$ cat src/rtl/slight_step_ctrl.sv
// slight_step_ctrl: step-level controller for the SpoC-64 sLiSCP-light-192
// permutation. Holds the 192-bit state as four subblocks, drives two external
// SB round units with S1/S3, applies the step-constant mixing and subblock
// rotation for every step, and hands the permuted state to the mode controller.
module slight_step_ctrl #(
   parameter int WIDTH    = 48,
   parameter int NSTEPS   = 18,
   parameter int SBROUNDS = 6
) (
   input  logic                 clk,
   input  logic                 rst,
   input  logic                 start,
   input  logic [4*WIDTH-1:0]   state_in,
   input  logic [31:0]          step_const,
   output logic [4:0]           step_idx,
   output logic                 busy,
   output logic                 done,
   output logic [4*WIDTH-1:0]   state_out,
   output logic                 sb_en,
   output logic [WIDTH-1:0]     sb0_in,
   output logic [7:0]           sb0_rc,
   output logic [WIDTH-1:0]     sb1_in,
   output logic [7:0]           sb1_rc,
   input  logic [WIDTH-1:0]     sb0_out,
   input  logic [WIDTH-1:0]     sb1_out,
   input  logic                 sb_done
);

   // Index of the final step; step_idx parks here while the result is presented.
   localparam logic [4:0] LAST_STEP = 5'(NSTEPS - 1);

   // A zero-round SB unit, or a step count that step_idx cannot address, is a
   // configuration error; such a configuration elaborates no extra logic here.
   generate
      if (SBROUNDS < 1 || NSTEPS < 1 || NSTEPS > 32) begin : g_bad_config
      end
   endgenerate

   typedef enum logic [1:0] {
      ST_IDLE = 2'd0,
      ST_RUN  = 2'd1,
      ST_DONE = 2'd2
   } fsm_t;

   fsm_t                fsm_q, fsm_d;
   logic [4*WIDTH-1:0]  state_q, state_d;
   logic [4:0]          step_q, step_d;

   // Subblock view of the state register: sub[0] = S0 (most significant).
   logic [WIDTH-1:0]    sub [4];

   genvar gi;
   generate
      for (gi = 0; gi < 4; gi++) begin : g_sub
         assign sub[gi] = state_q[(3 - gi) * WIDTH +: WIDTH];
      end
   endgenerate

   // Step constants split out of the ROM word.
   logic [7:0]          rc0, rc1, sc0, sc1;
   assign rc0 = step_const[31:24];
   assign rc1 = step_const[23:16];
   assign sc0 = step_const[15:8];
   assign sc1 = step_const[7:0];

   // Step-constant masks: the upper WIDTH-8 bits are all ones, the low byte is sc.
   logic [WIDTH-1:0]    mask0, mask1;
   assign mask0 = {{(WIDTH - 8){1'b1}}, sc0};
   assign mask1 = {{(WIDTH - 8){1'b1}}, sc1};

   // Result of one step: mix the SB outputs into S0/S2, then rotate the
   // subblocks left by one so the next step feeds the mixed words to the SB units.
   logic [WIDTH-1:0]    t1, t3, n0, n2;
   logic [4*WIDTH-1:0]  stepped;
   assign t1      = sb0_out;
   assign t3      = sb1_out;
   assign n0      = sub[0] ^ t1 ^ mask0;
   assign n2      = sub[2] ^ t3 ^ mask1;
   assign stepped = {t1, n2, t3, n0};

   // State, step counter and FSM registers with synchronous reset.
   always_ff @(posedge clk) begin
      if (rst) begin
         fsm_q   <= ST_IDLE;
         state_q <= '0;
         step_q  <= '0;
      end else begin
         fsm_q   <= fsm_d;
         state_q <= state_d;
         step_q  <= step_d;
      end
   end

   // Next-state logic: accept a start in IDLE, advance one step per SB
   // completion in RUN, present the result for one cycle in DONE.
   always_comb begin
      fsm_d   = fsm_q;
      state_d = state_q;
      step_d  = step_q;
      case (fsm_q)
         ST_IDLE: begin
            if (start) begin
               state_d = state_in;
               step_d  = '0;
               fsm_d   = ST_RUN;
            end
         end
         ST_RUN: begin
            // The state only moves on the SB completion cycle, so SB inputs
            // and constants stay stable for the whole step.
            if (sb_done) begin
               state_d = stepped;
               if (step_q == LAST_STEP) begin
                  fsm_d = ST_DONE;
               end else begin
                  step_d = step_q + 5'd1;
               end
            end
         end
         ST_DONE: begin
            fsm_d = ST_IDLE;
         end
         default: begin
            fsm_d = ST_IDLE;
         end
      endcase
   end

   // Output decode from the registered state.
   always_comb begin
      busy      = 1'b0;
      done      = 1'b0;
      sb_en     = 1'b0;
      step_idx  = step_q;
      state_out = state_q;
      sb0_in    = sub[1];
      sb1_in    = sub[3];
      sb0_rc    = rc0;
      sb1_rc    = rc1;
      case (fsm_q)
         ST_RUN: begin
            busy  = 1'b1;
            sb_en = 1'b1;
         end
         ST_DONE: begin
            done = 1'b1;
         end
         default: begin
         end
      endcase
   end

endmodule

$ cat config.mk
export PLATFORM = sky130hd
export DESIGN_NAME = slight_step_ctrl
export DESIGN_NICKNAME = d
export VERILOG_FILES = /design/src/rtl/slight_step_ctrl.sv
export SDC_FILE = /design/constraint.sdc
export NUM_CORES = 1
export LEC_CHECK = 0
export ABC_CLOCK_PERIOD_IN_PS = 1700
export CORE_AREA = 4 4 248 250
export CTS_CLUSTER_DIAMETER = 100
export DETAILED_ROUTE_END_ITERATION = 8
export DIE_AREA = 0 0 252 254
export GPL_ROUTABILITY_DRIVEN = 0
export GPL_TIMING_DRIVEN = 1
export SKIP_CTS_REPAIR_TIMING = 1
export SLEW_MARGIN = 40
export SYNTH_ARGS = -nofsm -noshare
export SYNTH_HDL_FRONTEND = slang
export SYNTH_SLANG_ARGS = --single-unit
$ cat constraint.sdc
create_clock -name clk -period 1.7 [get_ports clk]
set_input_delay 0.34 -clock clk [delete_from_list [all_inputs] [get_ports clk]]
set_output_delay 0.34 -clock clk [all_outputs]
set_load 0.01 [all_outputs]
==> summary.txt, run 1 <==
Failing checks = negative setup slack
ANT nets after route = 0
Ys async rst share = 0%
Largest net degree at the start of global routing = 64
Vias in the first global route = 11200
Remaining Overflow, GRT = 0
Initial Util = 17.5%
Placed Area = 16900 sq um
Post-Synth Simple-Gate Area = 22.0%
Htree depth = 4
CTS tree = done
Synth Area in XOR/XNOR = 9.49%
Final setup viols = 30
Synth Area in Compound Gates = 16.7%
Max Fanout on Critical Path = 7
Final instance area = 19800 sq um
Static Leak = 11.4 nW
Post-route setup slack = -0.0854 ns
Cell area power density = 761 nW/um^2
First-pass GRT wire length = 68300 um
Area delta synth->final = 91.2%
Final worst-path cycle share = 105%
Netlist area before placement = 10300 sq um
CP Data Arrival Time = 2.18 ns
Vias = 11600
Mux cell area share after synthesis = 0.0969%
Critical path class = flop to flop
Die width = 252 um
Clock period minus worst slack = 1.79 ns
RSZ-0062 raised after global routing = true
Sink Count = 199
Post-synth EDFFs = 0
Die Y = 254 um
Proportion of synthesized chip area in sequential cells = 38.6%
Dpl hpwl = 37100 um
Clock root cell = clkbuf_16
Avg WL per Cell = 19.7 um
Setup TNS = -0.909 ns
Fin. Hold Viols = 0
Maxcap violations = 0
Die area = 64000 sq um
TritonCTS Buffers = 17
Number of remaining DRC errors = 0
Cell row count = 89
Fmax = 560 MHz
Slew Limit Fails = 0
Adder-Cell Fraction of Synth Area = 0.242%
Drt initial violations = 485
Cells after Synth = 1321
Worst-Skew Late Latency = 0.48 ns
Initial antenna violation count = 3
Post-synth top cells = nor2_1, nand2_1, dfxtp_1
DR pass1 iterations = 5
Final Skew = 0.0162 ns
Total Routed Length = 51900 um
Top-count cell post-synth = nor2_1
Proportion of netlist area held by the largest area contributor = 38.6%
Clk slew on worst S/H paths = 0.08 ns
Synthesis Warnings = 0
Critical Path RT = 2.10 ns
Filler instances = 5974
Vias/cell = 4.41
Synth area leaders = dfxtp_1, nor2_1, buf_4
Dominant cell type by area after synthesis = dfxtp_1
All-Layer GR Usage = 13.9%
Critical Path Start Type = flop
Io pins = 636
Share of cells above drive strength 1 = 17.3%
Core area = 59000 sq um
Slew margin rel. = 49.5%
Worst Max-Slew Pin Slew = 0.752 ns
Critical Path End Type = flop
Top_reg_cell synth = dfxtp_1
Worst hold-check path type = input pin to flop
Port buffer count = 603
Final nets = 2171
Worst-case clock buffer depth = 2
Max VDD drop = 0.000800 V
Yosys reg bits = 199
Synth Area per Inst = 7.82 sq um
Largest family of logic cells by synthesized area = simple AND/OR/NAND/NOR gates
Status = complete, but fails checks
Mapped Nets = 1647
Synth cell types = 33
-- stage by stage --
step / total power, mW / setup WS [ns] / hold WS [ns] / instances / utilization (%)
floorplan: 7.67 / 0.143 / 0.489 / 1321 / -
global placement: 10.3 / -0.455 / 0.465 / 2569 / 28.7
detailed placement: 10.3 / -0.504 / 0.473 / 2569 / 28.7
CTS: 14.7 / -0.549 / 0.255 / 2599 / 29.7
global route: 15.8 / -0.172 / 0.294 / 2629 / 33.5
finish: 15.0 / -0.0854 / 0.326 / 2630 / 33.5
-- worst paths after layout --
check / start / to / slack, ns / depth (start not counted)
hold / removal: rst / state_out[78]$_SDFFE_PP0P_ / 0.33 / 2
setup reg to reg: fsm_q[0]$_SDFFE_PP0P_ / state_out[90]$_SDFFE_PP0P_ / -0.09 / 9
setup / recovery: fsm_q[0]$_SDFFE_PP0P_ / state_out[90]$_SDFFE_PP0P_ / -0.09 / 9
hold reg to reg: state_out[6]$_SDFFE_PP0P_ / state_out[6]$_SDFFE_PP0P_ / 0.48 / 2
-- power by group --
part	internal (mW)	leakage [nW]	switching [mW]
clock	2.26	0.282	2.06
combinational	2.81	9.44	2.31
sequential	5.12	1.66	0.466
-- critical path, stage by stage (launching register included) --
cell	delay, ns
dfxtp_4	0.40
mux2i_4	0.30
buf_6	0.14
nor2_4	0.05
buf_6	0.12
buf_12	0.12
clkbuf_16	0.16
buf_12	0.13
buf_8	0.12
a311oi_2	0.17
-- per-layer routing --
metal	vias up	track usage (%)	wire [um]
li1	5482	-	-
met1	5553	16.0	20000
met2	468	24.2	26500
met3	89	4.49	3680
met4	2	5.49	1660
met5	-	0	13
-- cells in the final DEF (no fill, tap or decap), types with 3 or more instances in the layout --
cell type	count
nor2_1	200
clkinvlp_4	3
a211oi_2	3
nor3_1	75
clkdlybuf4s50_1	306
nand2_1	213
xnor2_1	32
a311oi_2	48
o221ai_1	10
nor2_4	10
buf_16	4
nor3_2	9
a21oi_1	17
buf_8	26
buf_12	15
o221ai_2	6
dfxtp_1	166
dfxtp_2	32
a311oi_1	48
buf_6	19
nor2_2	49
inv_8	3
buf_4	45
clkbuf_16	34
a211oi_1	78
xor2_1	80
dlymetal6s2s_1	293
-- state kept, by name, indices dropped and copies added, names as in the netlist --
signal and cells:
fsm_q 2, state_out 192, step_idx 5
-- kinds of logic after synthesis --
kind of cell	count (synthesis)
AO/OA/AOI/OAI	217
AND/OR/NAND/NOR	566
XOR/XNOR	112
multiplexers	1
flip-flops	199
buffers and inverters	224
adder cells (fa/ha/maj)	2
-- final cells by class --
class                      count  area (sq um)  share of cell area, %
antenna                        1          2.50                 0.0127
clock buffer                  19           453                   2.29
clock inverter                11           140                  0.709
inverter                       3          18.8                 0.0950
multi-input combinational    898          5640                   28.5
sequential                   199          4030                   20.4
tap                          773           967                   4.90
timing repair buffer         726          8510                   43.1
Note: power is estimated with default switching activity, not from simulation.
==> run 2, diff against run 1 <==
- ABC_CLOCK_PERIOD_IN_PS: 1700 -> 1900
- clock period: 1.7 -> 1.9 ns (I/O delays scaled with it)
==> run 2 against run 1 <==
Critical path type is now flop to output pin. Highest routed layer unchanged. Clock power decreased by 16%. Critical endpoint is now state_out[51]. Cell count decreased by 1.7%. Utilization decreased by 3.8 points. Clock skew decreased by 0.0073 ns. First-iteration DRC count decreased by 5.8%. The run now ends clean. Largest cell class unchanged. Critical path depth decreased by 8. Power decreased by 16%.
==> summary.txt, run 2 (synthesis gave the netlist of run 1 again) <==
Worst Max-Slew Pin Slew = 0.620 ns (-0.133 ns)
Reg-to-Reg Start = fsm_q[0]$_SDFFE_PP0P_
Worst hold-check path type = input pin to flop
Slew Limit Fails = 0 (unchanged)
Sink Count = 199 (unchanged)
Final Skew = 0.00893 ns (-0.00725 ns)
Critical Path End Type = output pin
Clock Power Share = 28.8% (about the same)
Cell area power density = 725 nW/um^2 (-4.7%)
Worst hold slack = 0.353 ns (+0.0274 ns)
Initial antenna violation count = 4 (+1)
Switch share = 32.2% (+0.069 points)
Slew margin rel. = 58.4% (+8.9 points)
Critical Path RT = 1.52 ns (-0.58 ns)
CTS tree = done
Max VDD drop = 0.000664 V (-17%)
RSZ-0062 raised after global routing = false
Internal power = 8.60 mW (-16%)
Commonest non-fill, non-tap cells in the layout = clkdlybuf4s50_1, nor2_1, nand2_1
Delay-heaviest family, CP = buffers and inverters
Remaining Overflow, GRT = 0 (unchanged)
DR pass1 iterations = 5 (unchanged)
Total Routed Length = 46800 um (-9.8%)
Cell chain of the critical path = clkdlybuf4s50_1
Max reg flops = 192 (unchanged)
Largest net degree at the start of global routing = 101 (+58%)
Clk slew on worst S/H paths = 0.08 ns (about the same)
Reg power frac = 39.3% (+2.1 points)
Final worst-path cycle share = 96.5%
Vias = 11200 (-3.8%)
Static Leak = 7.11 nW (-38%)
Combinational share of power = 32.0% (-2.0 points)
Worst-Skew Late Latency = 0.48 ns (about the same)
Number of remaining DRC errors = 0 (unchanged)
Net Switching = 4.09 mW (-15%)
First-pass GRT wire length = 69300 um (+1.6%)
Max Fanout on Critical Path = 3 (-4)
Die area = 64000 sq um (unchanged)
Worst-case clock buffer depth = 2 (unchanged)
Share of cells above drive strength 1 = 7.45% (-9.9 points)
Fin. Hold Viols = 0 (unchanged)
Worst hold start = rst
TritonCTS Buffers = 17 (unchanged)
Vias/cell = 4.32 (-2.1%)
All-Layer GR Usage = 14.0% (+0.083 points)
Clock period minus worst slack = 1.83 ns
Cell row count = 89 (unchanged)
Slowest cell on crit path = clkdlybuf4s50_1
Final setup viols = 0 (-100%)
Setup TNS = 0 ns (+0.909 ns)
Htree depth = 4 (unchanged)
Core area = 59000 sq um (unchanged)
Critical path class = flop to output pin
Die Y = 254 um (unchanged)
Port buffer count = 603 (unchanged)
Final Util = 29.7% (-3.8 points)
ANT nets after route = 0 (unchanged)
Final nets = 2124 (-2.2%)
Most common cell after layout, fill and taps aside = clkdlybuf4s50_1
Initial Util = 17.5% (unchanged)
Fmax = 546 MHz
Status = finished, final reports clean
Drt initial violations = 457 (-5.8%)
Buf+Inv Stages, Crit Path = 1 (-5)
CP Launch Point = state_out[51]$_SDFFE_PP0P_
Io pins = 636 (unchanged)
Maxcap violations = 0 (unchanged)
Die width = 252 um (unchanged)
Filler instances = 6209 (+3.9%)
Clock root cell = clkbuf_16
Dpl hpwl = 36700 um (-1.1%)
Vias in the first global route = 11200 (+0.62%)
Avg WL per Cell = 18.1 um (-8.2%)
CP Data Arrival Time = 1.45 ns (-0.73 ns)
Critical Path Start Type = flop
CP max stage delay = 0.60 ns (+0.20 ns)
Area delta synth->final = 69.6%
==> run 2: power groups by stage <==
stage,clock network [mW],registers [mW],logic (mW)
global placement,0,5.06,4.08
CTS,3.83,4.99,4.12
finish,3.65,4.99,4.06
global route,3.96,5.05,4.39
detailed placement,0,5.08,4.10
floorplan,0,5.14,1.72
==> run 2: final cells by class <==
class / instances / area (sq um) / share of cell area [%]
inverter: 3 / 18.8 / 0.107
clock buffer: 19 / 443 / 2.53
clock inverter: 13 / 115 / 0.657
antenna: 1 / 2.50 / 0.0143
multi-input combinational: 898 / 5030 / 28.7
tap: 773 / 967 / 5.52
timing repair buffer: 679 / 6930 / 39.6
sequential: 199 / 4010 / 22.9
==> run 2: worst reg2reg max path: cells and delay by family, from the launching register on <==
| family | cells | cell delay [ns] |
|---|---|---|
| compound gates | 1 | 0.29 |
| flops | 1 | 0.37 |
| simple gates | 2 | 0.26 |
| mux | 1 | 0.17 |
| buf+inv | 3 | 0.57 |
==> run 2: through the flow <==
step	power [mW]	setup WS (ns)	std cells	instance area, sq um
after detailed placement	9.18	-0.343	2550	16800
after CTS	12.9	-0.382	2582	17400
final	12.7	0.0670	2585	17500
after global routing	13.4	0.000401	2584	17500
after floorplan	6.86	0.343	1321	10300
after global placement	9.14	-0.310	2550	16800
==> run 2: worst paths after layout <==
path,to,slack (ns),cells past startpoint
setup / recovery,state_out[51],0.07,1
hold / removal,state_out[60]$_SDFFE_PP0P_,0.35,2
setup reg to reg,state_out[49]$_SDFFE_PP0P_,0.14,7
hold reg to reg,state_out[6]$_SDFFE_PP0P_,0.48,2
==> run 2: per-layer routing <==
layer  global-route usage, %  wire length [um]  vias up
li1                        -                 -     5370
met1                    16.5             18800     5266
met2                    24.0             23100      436
met3                    4.33              3300       80
met4                    5.45              1540        4
met5                       0                23        -
==> run 3, diff against run 2 <==
- CORE_AREA: 4 4 248 250 -> 2 2 246 248
- DIE_AREA: 0 0 252 254 -> 0 0 248 250
==> run 3 against run 2 <==
Cell area shrank 0.16%. Hold slack got worse by 0.018 ns. Clock-buffer cell count stayed put. Sequential cell count unchanged. First-iteration DRC count grew 5.7%. Clock skew increased by 0.0014 ns. Critical endpoint is now state_out[172]. Highest routed layer unchanged.
==> summary.txt, run 3 (synthesis gave the netlist of run 1 again) <==
Clk slew on worst S/H paths = 0.08 ns (about the same)
Delay-heaviest family, CP = buffers and inverters
Drt initial violations = 483 (+5.7%)
Slew Limit Fails = 0 (unchanged)
Final nets = 2113 (-0.52%)
Worst Max-Slew Pin Slew = 0.514 ns (-0.106 ns)
Final worst-path cycle share = 97.4% (+0.94 points)
Max Fanout on Critical Path = 3 (unchanged)
Slowest cell on crit path = clkdlybuf4s50_1
Final Total Pwr = 12.6 mW (-0.61%)
Final Skew = 0.0104 ns (+0.00143 ns)
Slew margin rel. = 65.7% (+7.3 points)
Clock root cell = clkbuf_16
Critical Path End Type = output pin
Final setup viols = 0 (unchanged)
ANT cells = 0 (-1)
Most common cell after layout, fill and taps aside = clkdlybuf4s50_1
CP max stage delay = 0.57 ns (-0.03 ns)
Clock period minus worst slack = 1.85 ns (+0.0178 ns)
Cell row count = 90 (+1.1%)
Status = finished, final reports clean
Critical Path Start Type = flop
Cell area power density = 721 nW/um^2 (-0.45%)
Initial antenna violation count = 2 (-2)
Max reg flops = 192 (unchanged)
DR pass1 iterations = 5 (unchanged)
Die area = 62000 sq um (-3.1%)
First-pass GRT wire length = 64800 um (-6.6%)
Dpl hpwl = 34300 um (-6.7%)
Sink Count = 199 (unchanged)
ANT nets after route = 0 (unchanged)
Io pins = 636 (unchanged)
Core area = 59600 sq um (+0.93%)
CP Data Arrival Time = 1.47 ns (+0.02 ns)
Remaining Overflow, GRT = 0 (unchanged)
Filler instances = 6239 (+0.48%)
Critical Path RT = 1.52 ns (about the same)
Maxcap violations = 0 (unchanged)
CTS tree = done
Port buffer count = 603 (unchanged)
Worst-Skew Late Latency = 0.49 ns (about the same)
Fmax = 540 MHz (-0.96%)
Number of remaining DRC errors = 0 (unchanged)
Largest net degree at the start of global routing = 68 (-33%)
Vias in the first global route = 10800 (-3.7%)
Htree depth = 4 (unchanged)
Share of cells above drive strength 1 = 6.89% (-0.57 points)
Initial Util = 17.3% (-0.16 points)
All-Layer GR Usage = 13.8% (-0.22 points)
Buf+Inv Stages, Crit Path = 1 (unchanged)
Avg WL per Cell = 17.3 um (-4.5%)
Worst-case clock buffer depth = 2 (unchanged)
Static Leak = 7.33 nW (+3.1%)
Worst hold-check path type = input pin to flop
Cell chain of the critical path = clkdlybuf4s50_1
Area taken by flip-flops and latches = 4010 sq um (about the same)
Max VDD drop = 0.000701 V (+5.6%)
Vias/cell = 4.28 (-0.92%)
Area of the multi-input gates = 5030 sq um (-0.15%)
Final Util = 29.4% (-0.32 points)
Commonest non-fill, non-tap cells in the layout = clkdlybuf4s50_1, nor2_1, nand2_1
Critical path class = flop to output pin
Area delta synth->final = 69.3%
Die width = 248 um (-1.6%)
Fin. Hold Viols = 0 (unchanged)
Die Y = 250 um (-1.6%)
Vias = 11000 (-1.0%)
TritonCTS Buffers = 17 (unchanged)
Total Routed Length = 44600 um (-4.6%)
==> run 3: cell count changes in the layout (fill, tap and decap cells not counted), moves of 2 or more <==
cell,previous run,this run
buf_12,18,20
dlymetal6s2s_1,39,57
inv_8,5,1
buf_4,58,44
inv_6,1,4
clkdlybuf4s50_1,563,545
clkinv_2,1,5
clkinvlp_4,4,2
==> run 3: final timing paths <==
kind                                             startpoint                          end  slack (ns)  depth (start not counted)
worst max register to register        fsm_q[0]$_SDFFE_PP0P_  state_out[172]$_SDFFE_PP0P_        0.08                          7
worst min register to register    state_out[0]$_SDFFE_PP0P_    state_out[0]$_SDFFE_PP0P_        0.48                          2
worst max-delay path            state_out[172]$_SDFFE_PP0P_               state_out[172]        0.05                          1
worst min-delay path                                    rst    state_out[6]$_SDFFE_PP0P_        0.33                          2
==> run 3: final cells by class <==
cell class                 count  share of cell area, %
sequential                   199                   22.9
inverter                       3                 0.0930
tap                          782                   5.59
clock buffer                  19                   2.53
clock inverter                13                  0.544
multi-input combinational    898                   28.7
timing repair buffer         668                   39.6
==> run 3: power by group <==
part | switching (mW) | internal [mW] | total, mW
combinational | 1.76 | 2.25 | 4.01
clock | 1.90 | 1.72 | 3.63
sequential | 0.404 | 4.58 | 4.98
==> run 3: per-stage QoR <==
step,setup slack (ns),cells,setup TNS [ns],cell area (sq um),hold slack [ns]
final,0.0493,2582,0,17500,0.335
after global routing,-0.0152,2582,-0.0152,17500,0.351
after CTS,-0.331,2582,-2.94,17300,0.300
after detailed placement,-0.458,2550,-55.41,16800,0.473
after global placement,-0.449,2550,-49.87,16800,0.452
after floorplan,0.343,1321,0,10300,0.489
==> run 3: routing by layer <==
layer,wire [um],up-vias,part of all wire [%],global-route usage [%]
met2,22300,383,50,23.7
li1,-,5333,-,-
met1,18300,5253,41,16.2
met5,13,-,0.029,0
met3,2670,69,6.0,3.23
met4,1410,2,3.2,5.94
